--- src/rtl/fsm_input_sequencer_if.sv ---
// Symbol step handshake between the input sequencer and the FSM core.
//   sym       : symbol presented to the core (FIFO head)
//   sym_valid : sym holds a queued symbol
//   sym_ready : core consumes sym this cycle
// master = sequencer side, slave = core side.
interface fsm_input_sequencer_if #(
  parameter int unsigned SYM_W = 2
) ();
  logic [SYM_W-1:0] sym;
  logic             sym_valid;
  logic             sym_ready;

  modport master (output sym, output sym_valid, input sym_ready);
  modport slave  (input sym, input sym_valid, output sym_ready);
endinterface

--- src/rtl/fsm_input_sequencer.sv ---
// Front-end controller for the Mealy FSM core: synchronises and debounces the active-low step
// button, samples the switch symbol on each clean press into a small FIFO and hands symbols to
// the core over a valid/ready handshake (one core step per press).
// Ports:
//   CLOCK_125_p   : clock, rising edge
//   rst_i         : synchronous active-high reset
//   btn_n_i       : raw step button, active-low
//   sw_i          : raw switch symbol
//   bus           : master side of the symbol handshake (sym, sym_valid out; sym_ready in)
//   fifo_count_o  : entries held, 0..DEPTH
//   overflow_o    : sticky, a press was dropped because the FIFO was full
//   replay_i      : replay request (FSM_REPLAY_EN only)
//   replay_busy_o : replay in progress (FSM_REPLAY_EN only)
// Optional feature: define FSM_REPLAY_EN to add the replay history ring.
module fsm_input_sequencer #(
  parameter int unsigned SYM_W           = 2,
  parameter int unsigned DEPTH           = 4,
  parameter int unsigned DEBOUNCE_CYCLES = 1250000,
  parameter int unsigned DB_CNT_W        = 21
) (
  input  logic                     CLOCK_125_p,
  input  logic                     rst_i,
  input  logic                     btn_n_i,
  input  logic [SYM_W-1:0]         sw_i,
  fsm_input_sequencer_if.master    bus,
  output logic [$clog2(DEPTH):0]   fifo_count_o,
  output logic                     overflow_o
`ifdef FSM_REPLAY_EN
  ,
  input  logic                     replay_i,
  output logic                     replay_busy_o
`endif
);

  localparam int unsigned PTR_W = $clog2(DEPTH);
  localparam int unsigned CNT_W = PTR_W + 1;
  localparam logic [DB_CNT_W-1:0] DbLast = DB_CNT_W'(DEBOUNCE_CYCLES - 1);
  localparam logic [CNT_W-1:0] CntFull = CNT_W'(DEPTH);

  typedef enum logic [1:0] {StRel, StPressWait, StPrs, StRelWait} db_state_e;

  // Synchronisers. The button sync resets to the released level so reset never fakes a press.
  logic             btn_s1_q, btn_s2_q;
  logic [SYM_W-1:0] sw_s1_q, sw_s2_q;

  always_ff @(posedge CLOCK_125_p) begin
    if (rst_i) begin
      btn_s1_q <= 1'b1;
      btn_s2_q <= 1'b1;
      sw_s1_q  <= '0;
      sw_s2_q  <= '0;
    end else begin
      btn_s1_q <= btn_n_i;
      btn_s2_q <= btn_s1_q;
      sw_s1_q  <= sw_i;
      sw_s2_q  <= sw_s1_q;
    end
  end

  // Debounce FSM
  db_state_e             db_state_q;
  logic [DB_CNT_W-1:0]   db_cnt_q;
  logic                  db_done;
  logic                  btn_strobe;

  assign db_done    = (db_cnt_q == DbLast);
  // Strobe fires on the cycle the last stable low sample is counted, so the FIFO write
  // coincides with the PRESS_WAIT -> PRS transition.
  assign btn_strobe = (db_state_q == StPressWait) && !btn_s2_q && db_done;

  always_ff @(posedge CLOCK_125_p) begin
    if (rst_i) begin
      db_state_q <= StRel;
      db_cnt_q   <= '0;
    end else begin
      unique case (db_state_q)
        StRel: begin
          if (!btn_s2_q) begin
            db_state_q <= StPressWait;
            db_cnt_q   <= '0;
          end
        end
        StPressWait: begin
          if (btn_s2_q)     db_state_q <= StRel;
          else if (db_done) db_state_q <= StPrs;
          else              db_cnt_q   <= db_cnt_q + DB_CNT_W'(1);
        end
        StPrs: begin
          if (btn_s2_q) begin
            db_state_q <= StRelWait;
            db_cnt_q   <= '0;
          end
        end
        StRelWait: begin
          if (!btn_s2_q)    db_state_q <= StPrs;
          else if (db_done) db_state_q <= StRel;
          else              db_cnt_q   <= db_cnt_q + DB_CNT_W'(1);
        end
        default: db_state_q <= StRel;
      endcase
    end
  end

  // Push source selection
  logic             push;
  logic [SYM_W-1:0] push_data;
  logic             push_ok;

`ifdef FSM_REPLAY_EN
  logic [SYM_W-1:0] hist_q [DEPTH];
  logic [PTR_W-1:0] hist_wr_q, rp_idx_q;
  logic [CNT_W-1:0] hist_cnt_q, rp_left_q;
  logic             rp_busy_q, replay_q;
  logic             replay_rise;

  assign replay_rise = replay_i && !replay_q;

  // While replaying, button strobes are ignored and the ring feeds the FIFO whenever it has room.
  always_comb begin
    if (rp_busy_q) begin
      push      = (fifo_count_o != CntFull);
      push_data = hist_q[rp_idx_q];
    end else begin
      push      = btn_strobe;
      push_data = sw_s2_q;
    end
  end

  always_ff @(posedge CLOCK_125_p) begin
    if (rst_i) begin
      hist_wr_q  <= '0;
      hist_cnt_q <= '0;
      rp_idx_q   <= '0;
      rp_left_q  <= '0;
      rp_busy_q  <= 1'b0;
      replay_q   <= 1'b0;
    end else begin
      replay_q <= replay_i;
      // Only button presses enter the history; replayed symbols are not re-recorded.
      if (!rp_busy_q && push_ok) begin
        hist_q[hist_wr_q] <= push_data;
        hist_wr_q         <= hist_wr_q + PTR_W'(1);
        if (hist_cnt_q != CntFull) hist_cnt_q <= hist_cnt_q + CNT_W'(1);
      end
      if (rp_busy_q) begin
        if (push) begin
          rp_idx_q  <= rp_idx_q + PTR_W'(1);
          rp_left_q <= rp_left_q - CNT_W'(1);
          if (rp_left_q == CNT_W'(1)) rp_busy_q <= 1'b0;
        end
      end else if (replay_rise && hist_cnt_q != '0) begin
        rp_busy_q <= 1'b1;
        // Oldest entry; truncation maps a full ring back onto the write pointer.
        rp_idx_q  <= hist_wr_q - PTR_W'(hist_cnt_q);
        rp_left_q <= hist_cnt_q;
      end
    end
  end

  assign replay_busy_o = rp_busy_q;
`else
  assign push      = btn_strobe;
  assign push_data = sw_s2_q;
`endif

  // Symbol FIFO with registered head output
  logic [SYM_W-1:0] mem_q [DEPTH];
  logic [SYM_W-1:0] mem_d [DEPTH];
  logic [PTR_W-1:0] wr_q, wr_d, rd_q, rd_d;
  logic [CNT_W-1:0] count_q, count_d;
  logic [SYM_W-1:0] sym_q, sym_d;
  logic             valid_q, valid_d;
  logic             ovf_q, ovf_d;
  logic             pop, full;

  assign pop     = valid_q && bus.sym_ready;
  assign full    = (count_q == CntFull);
  assign push_ok = push && (!full || pop);

  always_comb begin
    mem_d   = mem_q;
    wr_d    = wr_q;
    rd_d    = rd_q;
    if (push_ok) begin
      mem_d[wr_q] = push_data;
      wr_d        = wr_q + PTR_W'(1);
    end
    if (pop) rd_d = rd_q + PTR_W'(1);
    count_d = count_q + CNT_W'(push_ok) - CNT_W'(pop);
    valid_d = (count_d != '0);
    sym_d   = valid_d ? mem_d[rd_d] : '0;
    ovf_d   = ovf_q | (push && full && !pop);
  end

  always_ff @(posedge CLOCK_125_p) begin
    mem_q <= mem_d;
  end

  always_ff @(posedge CLOCK_125_p) begin
    if (rst_i) begin
      wr_q    <= '0;
      rd_q    <= '0;
      count_q <= '0;
      sym_q   <= '0;
      valid_q <= 1'b0;
      ovf_q   <= 1'b0;
    end else begin
      wr_q    <= wr_d;
      rd_q    <= rd_d;
      count_q <= count_d;
      sym_q   <= sym_d;
      valid_q <= valid_d;
      ovf_q   <= ovf_d;
    end
  end

  assign bus.sym       = sym_q;
  assign bus.sym_valid = valid_q;
  assign fifo_count_o  = count_q;
  assign overflow_o    = ovf_q;

endmodule
--- src/flat_wrapper.sv ---
// flat-port wrapper written by rule: the top's interface ports become plain ports
module fsm_input_sequencer_flat 
#(
  parameter int unsigned SYM_W           = 2,
  parameter int unsigned DEPTH           = 4,
  parameter int unsigned DEBOUNCE_CYCLES = 1250000,
  parameter int unsigned DB_CNT_W        = 21
)
  (CLOCK_125_p, rst_i, btn_n_i, sw_i, fifo_count_o, overflow_o, bus_sym, bus_sym_valid, bus_sym_ready);
  fsm_input_sequencer_if #(.SYM_W(SYM_W)) bus_i ();
  input  logic CLOCK_125_p;
  input  logic rst_i;
  input  logic btn_n_i;
  input  logic [SYM_W-1:0] sw_i;
  output logic [$clog2(DEPTH):0] fifo_count_o;
  output logic overflow_o;
  output wire logic [$bits(bus_i.sym)-1:0] bus_sym;
  output wire logic [$bits(bus_i.sym_valid)-1:0] bus_sym_valid;
  input wire logic [$bits(bus_i.sym_ready)-1:0] bus_sym_ready;
  assign bus_sym = bus_i.sym;
  assign bus_sym_valid = bus_i.sym_valid;
  assign bus_i.sym_ready = bus_sym_ready;
  fsm_input_sequencer #(.SYM_W(SYM_W), .DEPTH(DEPTH), .DEBOUNCE_CYCLES(DEBOUNCE_CYCLES), .DB_CNT_W(DB_CNT_W)) u_core (.CLOCK_125_p(CLOCK_125_p), .rst_i(rst_i), .btn_n_i(btn_n_i), .sw_i(sw_i), .bus(bus_i), .fifo_count_o(fifo_count_o), .overflow_o(overflow_o));
endmodule
--- config.mk ---
export PLATFORM = sky130hd
export DESIGN_NAME = fsm_input_sequencer_flat
export DESIGN_NICKNAME = d
export VERILOG_FILES = /design/src/rtl/fsm_input_sequencer_if.sv /design/src/rtl/fsm_input_sequencer.sv /design/src/flat_wrapper.sv
export SDC_FILE = /design/constraint.sdc
export NUM_CORES = 1
export LEC_CHECK = 0
export CORE_UTILIZATION = 60
export CTS_CLUSTER_SIZE = 20
export DETAILED_ROUTE_END_ITERATION = 8
export HOLD_SLACK_MARGIN = 0.12
export PLACE_DENSITY = 0.8
export SETUP_SLACK_MARGIN = 0.15
export SYNTH_ARGS = -nofsm -noshare
export SYNTH_HDL_FRONTEND = slang
export SYNTH_SLANG_ARGS = --single-unit
--- constraint.sdc ---
create_clock -name CLOCK_125_p -period 6.66 [get_ports CLOCK_125_p]
set_clock_uncertainty 0.05 [all_clocks]
set_input_delay 1.332 -clock CLOCK_125_p [delete_from_list [all_inputs] [get_ports CLOCK_125_p]]
set_output_delay 1.332 -clock CLOCK_125_p [all_outputs]
set_load 0.03 [all_outputs]
* Word-level counts from Yosys, hierarchy flattened
Index checks and enable logic that the tools add are counted.
Cells by class: $add $sub $neg 5, order comparisons 3, eq/ne operators 11, mux-type cells 21, bitwise logic cells 4, reductions and logical operators 16
Operators with widths (count):
- 21-bit 2-to-1 mux | 5
- 21-bit one-hot mux with 4 select lines | 1
- 21-bit by 1-bit adder with 21-bit output (second input constant) | 1
- 21-bit == test (second input constant) | 1
- 2-bit 2-to-1 mux | 10
- 8-bit bitwise mux | 1
- 8-bit 2-to-1 mux | 1
- 2-bit one-hot mux with 4 select lines | 1
- 4-bit AND reduction | 2
- 1-bit logical AND | 7
- 3-bit >= comparator (second input constant) | 2
- 2-bit inverter with 3-bit output | 2
- 2-bit by 1-bit adder with 2-bit output (second input constant) | 2
- 2-bit binary-select mux with 2-bit select | 1
- 2-bit demux with 2-bit select | 1
- 2-bit == test (second input constant) | 2
- 2-bit by 1-bit inequality test with 1-bit output (second input constant) | 2
- 2-bit inequality test (second input constant) | 2
- 3-bit by 1-bit adder with 3-bit output | 1
- 3-bit == test (second input constant) | 1
- 1-bit zero test | 3
- 3-bit by 1-bit < comparator with 1-bit output (second input constant) | 1
- 3-bit by 1-bit inequality test with 1-bit output (second input constant) | 1
- 3-bit inequality test (second input constant) | 1
- 8 further kinds | 8
Word-level totals: register bits after elaboration 48

* Longest topological paths before layout
Gate-level depths: netlist of the first run.
depth after elaboration 10, depth in mapped cells 13

* Worst setup path after synthesis of the first run
No wires, ideal clock.
path kind input -> register, start point input port bus_sym_ready, end point register u_core.sym_q[1], in the netlist u_core.bus.sym[1], setup time 0.075 ns, data arrival time 3.535 ns, data required time 6.535 ns, slack 3.000 ns, stages 12, cells stage by stage a211oi_1 -> and2_1 -> nor4b_4 -> buf_6 -> ha_1 -> fa_1 -> xnor2_1 -> xnor2_1 -> a21oi_1 -> nor2b_1 -> a31oi_1 -> a22oi_2
Between the ends: longest elaborated chain between the ends 8, elaborated cells between the ends (all ways) 14, classes of those cells add/sub (2); mux (5); bitwise (2); reduce/logical (5)
Ends and longest elaborated chain:
- from (decl) | line flat_wrapper.sv:19 | input wire logic [$bits(bus_i.sym_ready)-1:0] bus_sym_ready;
- 1-bit logical AND * | line fsm_input_sequencer.sv:176 | assign pop = valid_q && bus.sym_ready;
- 1-bit logical OR | line fsm_input_sequencer.sv:178 | assign push_ok = push && (!full || pop);
- 1-bit logical AND | line fsm_input_sequencer.sv:178
- 3-bit by 1-bit adder with 3-bit output | line fsm_input_sequencer.sv:189 | count_d = count_q + CNT_W'(push_ok) - CNT_W'(pop);
- 3-bit by 1-bit subtractor with 3-bit output | line fsm_input_sequencer.sv:189
- 3-bit nonzero test | line fsm_input_sequencer.sv:190 | valid_d = (count_d != '0);
- 1-bit inverter (no line)
- 2-bit OR reduction (no line)
- to (signal assigned) | line fsm_input_sequencer.sv:211 | sym_q <= sym_d;
- to (decl) | line fsm_input_sequencer.sv:171 | logic [SYM_W-1:0] sym_q, sym_d;
Every way passes the cells marked *; elsewhere a longest branch is shown, timed or not. The select of a mux whose other input is x is not followed. A chain may end at the register's enable or synchronous reset.

* Worst setup path in the final report of the first run
Same ends and word-level chain as after synthesis.

==> results of run 1 <==
[state kept, by name (all words and copies together), names as in the netlist, named ones only]
name and flops:
u_core.sw_s1_q 2, u_core.push_data 2, u_core.overflow_o 1, u_core.btn_s2_q 1, u_core.mem_q 8, u_core.rd_q 2, u_core.db_cnt_q 21, u_core.bus.sym_valid 1
u_core.btn_s1_q 1, u_core.fifo_count_o 3, u_core.db_state_q 1, u_core.wr_q 2, u_core.bus.sym 2
[area by class of cell]
type / instances / area share (%)
flip-flops and latches: 48 / 37.4
well taps: 48 / 2.34
inverters: 10 / 1.46
clock buffers: 6 / 3.21
repair buffers: 13 / 4.97
clock inverters: 2 / 0.389
multi-input cells: 186 / 50.2
[power breakdown]
group	leakage, nW	switching (W)	internal [W]
combinational	0.488	0.0000739	0.0000534
clock	0.0510	0.0000931	0.0000829
sequential	0.389	0.0000119	0.000302
[logic make-up (layout without fill, tap and decap cells)]
group,after synthesis,after routing,share of synthesized area (%)
and+or+nand+nor,110,110,28.2
DFF,48,48,41.3
AOI/OAI and AO/OA,40,40,11.2
xor gates and xnor gates,19,19,7.15
buffers and inverters,18,31,3.23
muxes,9,9,4.30
adders and majority gates,8,8,4.62
[per-stage QoR]
| step | std cells | setup slack (ns) |
|---|---|---|
| final | 313 | 2.46 |
| after global routing | 313 | 2.24 |
| after CTS | 313 | 2.50 |
| after detailed placement | 305 | 2.20 |
| after global placement | 305 | 2.38 |
| after floorplan | 252 | 3.00 |
[worst max-delay path by stage]
stage	startpoint	end	slack, ns
2_1_floorplan	bus_sym_ready	u_core.bus.sym[1]	3.00
3_3_place_gp	bus_sym_ready	u_core.bus.sym[1]	2.38
3_5_place_dp	bus_sym_ready	u_core.bus.sym[1]	2.20
4_1_cts	bus_sym_ready	u_core.bus.sym[1]	2.50
5_1_grt	bus_sym_ready	u_core.bus.sym[0]	2.24
6_report	bus_sym_ready	u_core.bus.sym[1]	2.46
[layer usage]
layer  global-route usage [%]  up-vias  wire, um
li1                         -      917         -
met1                     32.7      865      2210
met2                     36.4       38      2000
met3                     5.89        5       143
met4                     4.44        0        36
met5                        0        -         0
[Yosys cell counts, types with 7 or more instances]
cell	count	area, um^2
nor2b_1	7	43.8
clkbuf_1	7	26.3
nor3_1	8	40.0
nand4_1	7	43.8
nor2_1	31	116
nand2_1	13	48.8
nand3_1	13	65.1
mux2_2	8	90.1
xor2_1	10	87.6
dfxtp_1	48	961
xnor2_1	9	78.8
inv_1	10	37.5
a21oi_1	12	60.1
o21ai_0	7	35.0
ha_1	7	87.6
==> impl_metrics.ini, run 1 <==
[critical_path]
cp_data_arrival_time_ns = 4.38
end_kind = flop
reg2reg_from = u_core.db_cnt_q[0]
rr_endpoint = u_core.bus.sym[1]
crit_cells = 12
cp_data_required_time_ns = 6.84
cp_slowest_cell = nor4b_4
cp_common_cell = xnor2_1
cpPeakStageDelay_ns = 0.68
critical-path-top-delay-family = simple AND/OR/NAND/NOR gates
cp_cell_sequence = clkdlybuf4s50_1, a211oi_1, and2_1, nor4b_4, ha_1, fa_1, xnor2_1, xnor2_1, a21oi_1, nor2b_1, a31oi_1, a22oi_2
r2r_cells = 12
reg2reg_slack_ns = 3.17
crit_path_start_kind = input port
cp_max_fo = 13
cp.buffers_inverters = 1
crit_type = input port to flop

[timing]
max_freq_ghz = 0.238
setup_violations = 0
min_period_over_period_pct = 63.0
slew_headroom_pct = 25.5
tns_ns = 0
holdWs_ns = 0.372
worst_pin_slew_ns = 1.11
grt_setup_unrepaired = no
final_max_slew_viol_count = 0
fin_crit_ns = 4.20
report.final.hold_viol_count = 0

[synth]
ys_seq_area_share_pct = 41.3
synth_flop_cell = dfxtp_1
synth.avg_cell_area_um2 = 9.24
ys_seq_elements = 48
yosys_warnings = 0
synth_cell_type_count = 45
synth_edf_count = 0
synth_fp_nets = 266
syn_area_um2 = 2330
syn_inst = 252
async_flop_share_pct = 0

[layout]
drive_gt1_share_pct = 10.9
final_nets = 278
seqCellArea_um2 = 961
design_area_um2 = 2570
syn_to_final_growth_pct = 10.4
fill_cells = 296
multi_input_area_um2 = 1290
n_antenna_cell = 0
fin_util_pct = 69.7
final_common_cell = dfxtp_1
layout_common_cells = dfxtp_1 (48), nor2_1 (31), nand2_1 (13), nand3_1 (13)

[placement]
gp_congestion = 0.819
hpwl_um = 3180
placed_area_um2 = 2480
numPortBuffers = 12

[die]
start_util_pct = 63.1
ios = 13
die_width_um = 64.3
core-area_um2 = 3690
die_h_um = 64.3
die_area_um2 = 4130
fp-row-count = 22

[cts]
hold_buffers = 0
clk_path_buf_depth = 2
cts.sinks = 48
ctsResizeCount = 0
clk_latency_ns = 0.30
path_clk_slew_ns = 0.09
h-tree-depth = 2
cts_tree = built
cts_buffers = 5
cts_setup_buffers = 0
cts_root_buffer = clkbuf_8

[grt]
grt_pass1_vias = 1682
grt_start_max_net_pins = 28
grt_first_pass_wirelength_um = 7560
grt_usage_pct = 23.4
grt_antenna_before_repair = 0
gr-total-overflow = 0

[pwr]
p_total_w = 0.000618
p_leak_nw = 0.928
ir_drop_uv = 182
powerDensity_nw_per_um2 = 240

[detailed_routing]
via_per_inst = 5.83
drc = 0
wl_per_cell_um = 14.0
num_vias = 1825
routed_wl_um = 4390
drtIter0Drc = 106
first_pass_iters = 4
ant_nets = 0

[hold_path]
hold_depth = 1
hold_end = u_core.btn_s2_q
hold_class = flop to flop
min_from = u_core.btn_s1_q

[outcome]
status = completed

[job]
maxCapViolCount = 0
Note: power is estimated with default switching activity, not from simulation.
==> run 2, diff against run 1 <==
CORE_UTILIZATION = 53   (was 60)
PLACE_DENSITY = 0.75   (was 0.8)
clock period = 3.59 ns   (was 6.66 ns; I/O delays follow)
==> run 2 against run 1 <==
Against the previous run: count of clock-buffer cells in the layout decreased by 1; core utilization fell by 5.7 points; cell count up 1.3%; register-to-register slack worse by 2.5 ns; critical endpoint unchanged; largest power group unchanged.
==> impl_metrics.ini, run 2 (synthesis results as in run 1) <==
[outcome]
status = completed

[die]
die_width_um = 68.3
start_util_pct = 56.6
die_area_um2 = 4660
die_h_um = 68.3
ios = 13
fp-row-count = 23
core-area_um2 = 4120

[detailed_routing]
via_per_inst = 5.74
drtIter0Drc = 67
wl_per_cell_um = 14.4
ant_nets = 0
drc = 0
routed_wl_um = 4550
num_vias = 1819
first_pass_iters = 4

[critical_path]
r2r_cells = 11
crit_path_start_kind = input port
cp_max_fo = 4
cp.buffers_inverters = 2
cp_common_cell = xnor2_1
reg2reg_from = u_core.db_cnt_q[0]
cp_data_arrival_time_ns = 3.24
end_kind = flop
cpPeakStageDelay_ns = 0.43
critical-path-top-delay-family = compound AO/OA/AOI/OAI gates
crit_type = input port to flop
reg2reg_slack_ns = 0.70
cp_cell_sequence = clkdlybuf4s50_1, a211oi_1, and2_1, nor4b_4, ha_1, fa_1, xnor2_1, xnor2_1, a21oi_1, buf_4, a31oi_1, a22oi_2
cp_data_required_time_ns = 3.73
rr_endpoint = u_core.bus.sym[1]
cp_slowest_cell = clkdlybuf4s50_1

[grt]
grt_usage_pct = 21.0
grt_antenna_before_repair = 0
gr-total-overflow = 0
grt_start_max_net_pins = 17
grt_first_pass_wirelength_um = 7240
grt_pass1_vias = 1652

[hold_path]
hold_class = flop to flop
min_from = u_core.btn_s1_q
hold_depth = 1
hold_end = u_core.btn_s2_q

[cts]
cts_root_buffer = clkbuf_8
h-tree-depth = 2
cts_buffers = 5
hold_buffers = 0
cts_setup_buffers = 0
cts.sinks = 48
ctsResizeCount = 0
clk_path_buf_depth = 2
clk_latency_ns = 0.29
path_clk_slew_ns = 0.09
cts_tree = built

[layout]
n_antenna_cell = 0
layout_common_cells = dfxtp_1 (48), nor2_1 (31), nand2_1 (13), nand3_1 (13)
fill_cells = 339
syn_to_final_growth_pct = 13.1
top_register = u_core.db_cnt_q
final_nets = 281
largest_reg_flops = 21
drive_gt1_share_pct = 11.6
fin_util_pct = 63.9
final_common_cell = dfxtp_1

[placement]
gp_congestion = 0.839
numPortBuffers = 12
hpwl_um = 3370

[pwr]
powerDensity_nw_per_um2 = 482
ir_drop_uv = 257
p_leak_nw = 0.957

[timing]
worst_pin_slew_ns = 0.854
setup_violations = 0
slew_headroom_pct = 42.8
max_freq_ghz = 0.322
min_period_over_period_pct = 86.5
fin_crit_ns = 3.11
final_max_slew_viol_count = 0
report.final.hold_viol_count = 0
grt_setup_unrepaired = no
tns_ns = 0

[job]
maxCapViolCount = 0
==> run 2: cell count changes in the layout (fill, tap and decap cells not counted), sizes merged <==
cell / delta
bufinv: +2
clkbuf: -1
buf: +3
clkinv: -2
==> run 2: power breakdown <==
group | leakage [nW] | switching (W) | internal, W
registers | 0.389 | 0.0000228 | 0.000561
clock network | 0.0642 | 0.000166 | 0.000274
logic | 0.504 | 0.000138 | 0.000108
==> run 2: layer usage <==
layer  share of wire (%)  vias up  GRT usage [%]
met5                   0        -              0
met4                0.90        0           6.51
met3                 3.2        6           4.00
met2                  47       32           34.9
met1                  49      861           27.1
li1                    -      920              -
==> run 2: worst max-delay path by stage <==
stage,endpoint,slack (ns),startpoint,cells after the start
final,u_core.bus.sym[1],0.48,bus_sym_ready,12
after global routing,u_core.bus.sym[1],0.29,bus_sym_ready,12
after CTS,u_core.bus.sym[1],0.50,bus_sym_ready,12
after detailed placement,u_core.bus.sym[1],0.19,bus_sym_ready,12
after global placement,u_core.bus.sym[1],0.25,bus_sym_ready,12
after floorplan,u_core.bus.sym[1],0.54,bus_sym_ready,12
==> run 2: area by class of cell <==
type | count | area [um^2] | area share (%)
flip-flops and latches | 48 | 961 | 36.5
multi-input cells | 186 | 1290 | 49.1
repair buffers | 16 | 150 | 5.71
clock buffers | 5 | 68.8 | 2.62
inverters | 10 | 37.5 | 1.43
clock inverters | 2 | 60.1 | 2.28
well taps | 50 | 62.6 | 2.38
==> run 2: through the flow <==
stage	cell area, um^2	instances	hold slack (ns)	setup slack, ns	power [W]
after floorplan	2330	252	0.339	0.544	0.000755
after global placement	2500	310	0.341	0.249	0.000838
after detailed placement	2500	310	0.359	0.187	0.000843
after CTS	2630	317	0.379	0.495	0.00128
after global routing	2630	317	0.387	0.295	0.00133
final	2630	317	0.375	0.485	0.00127
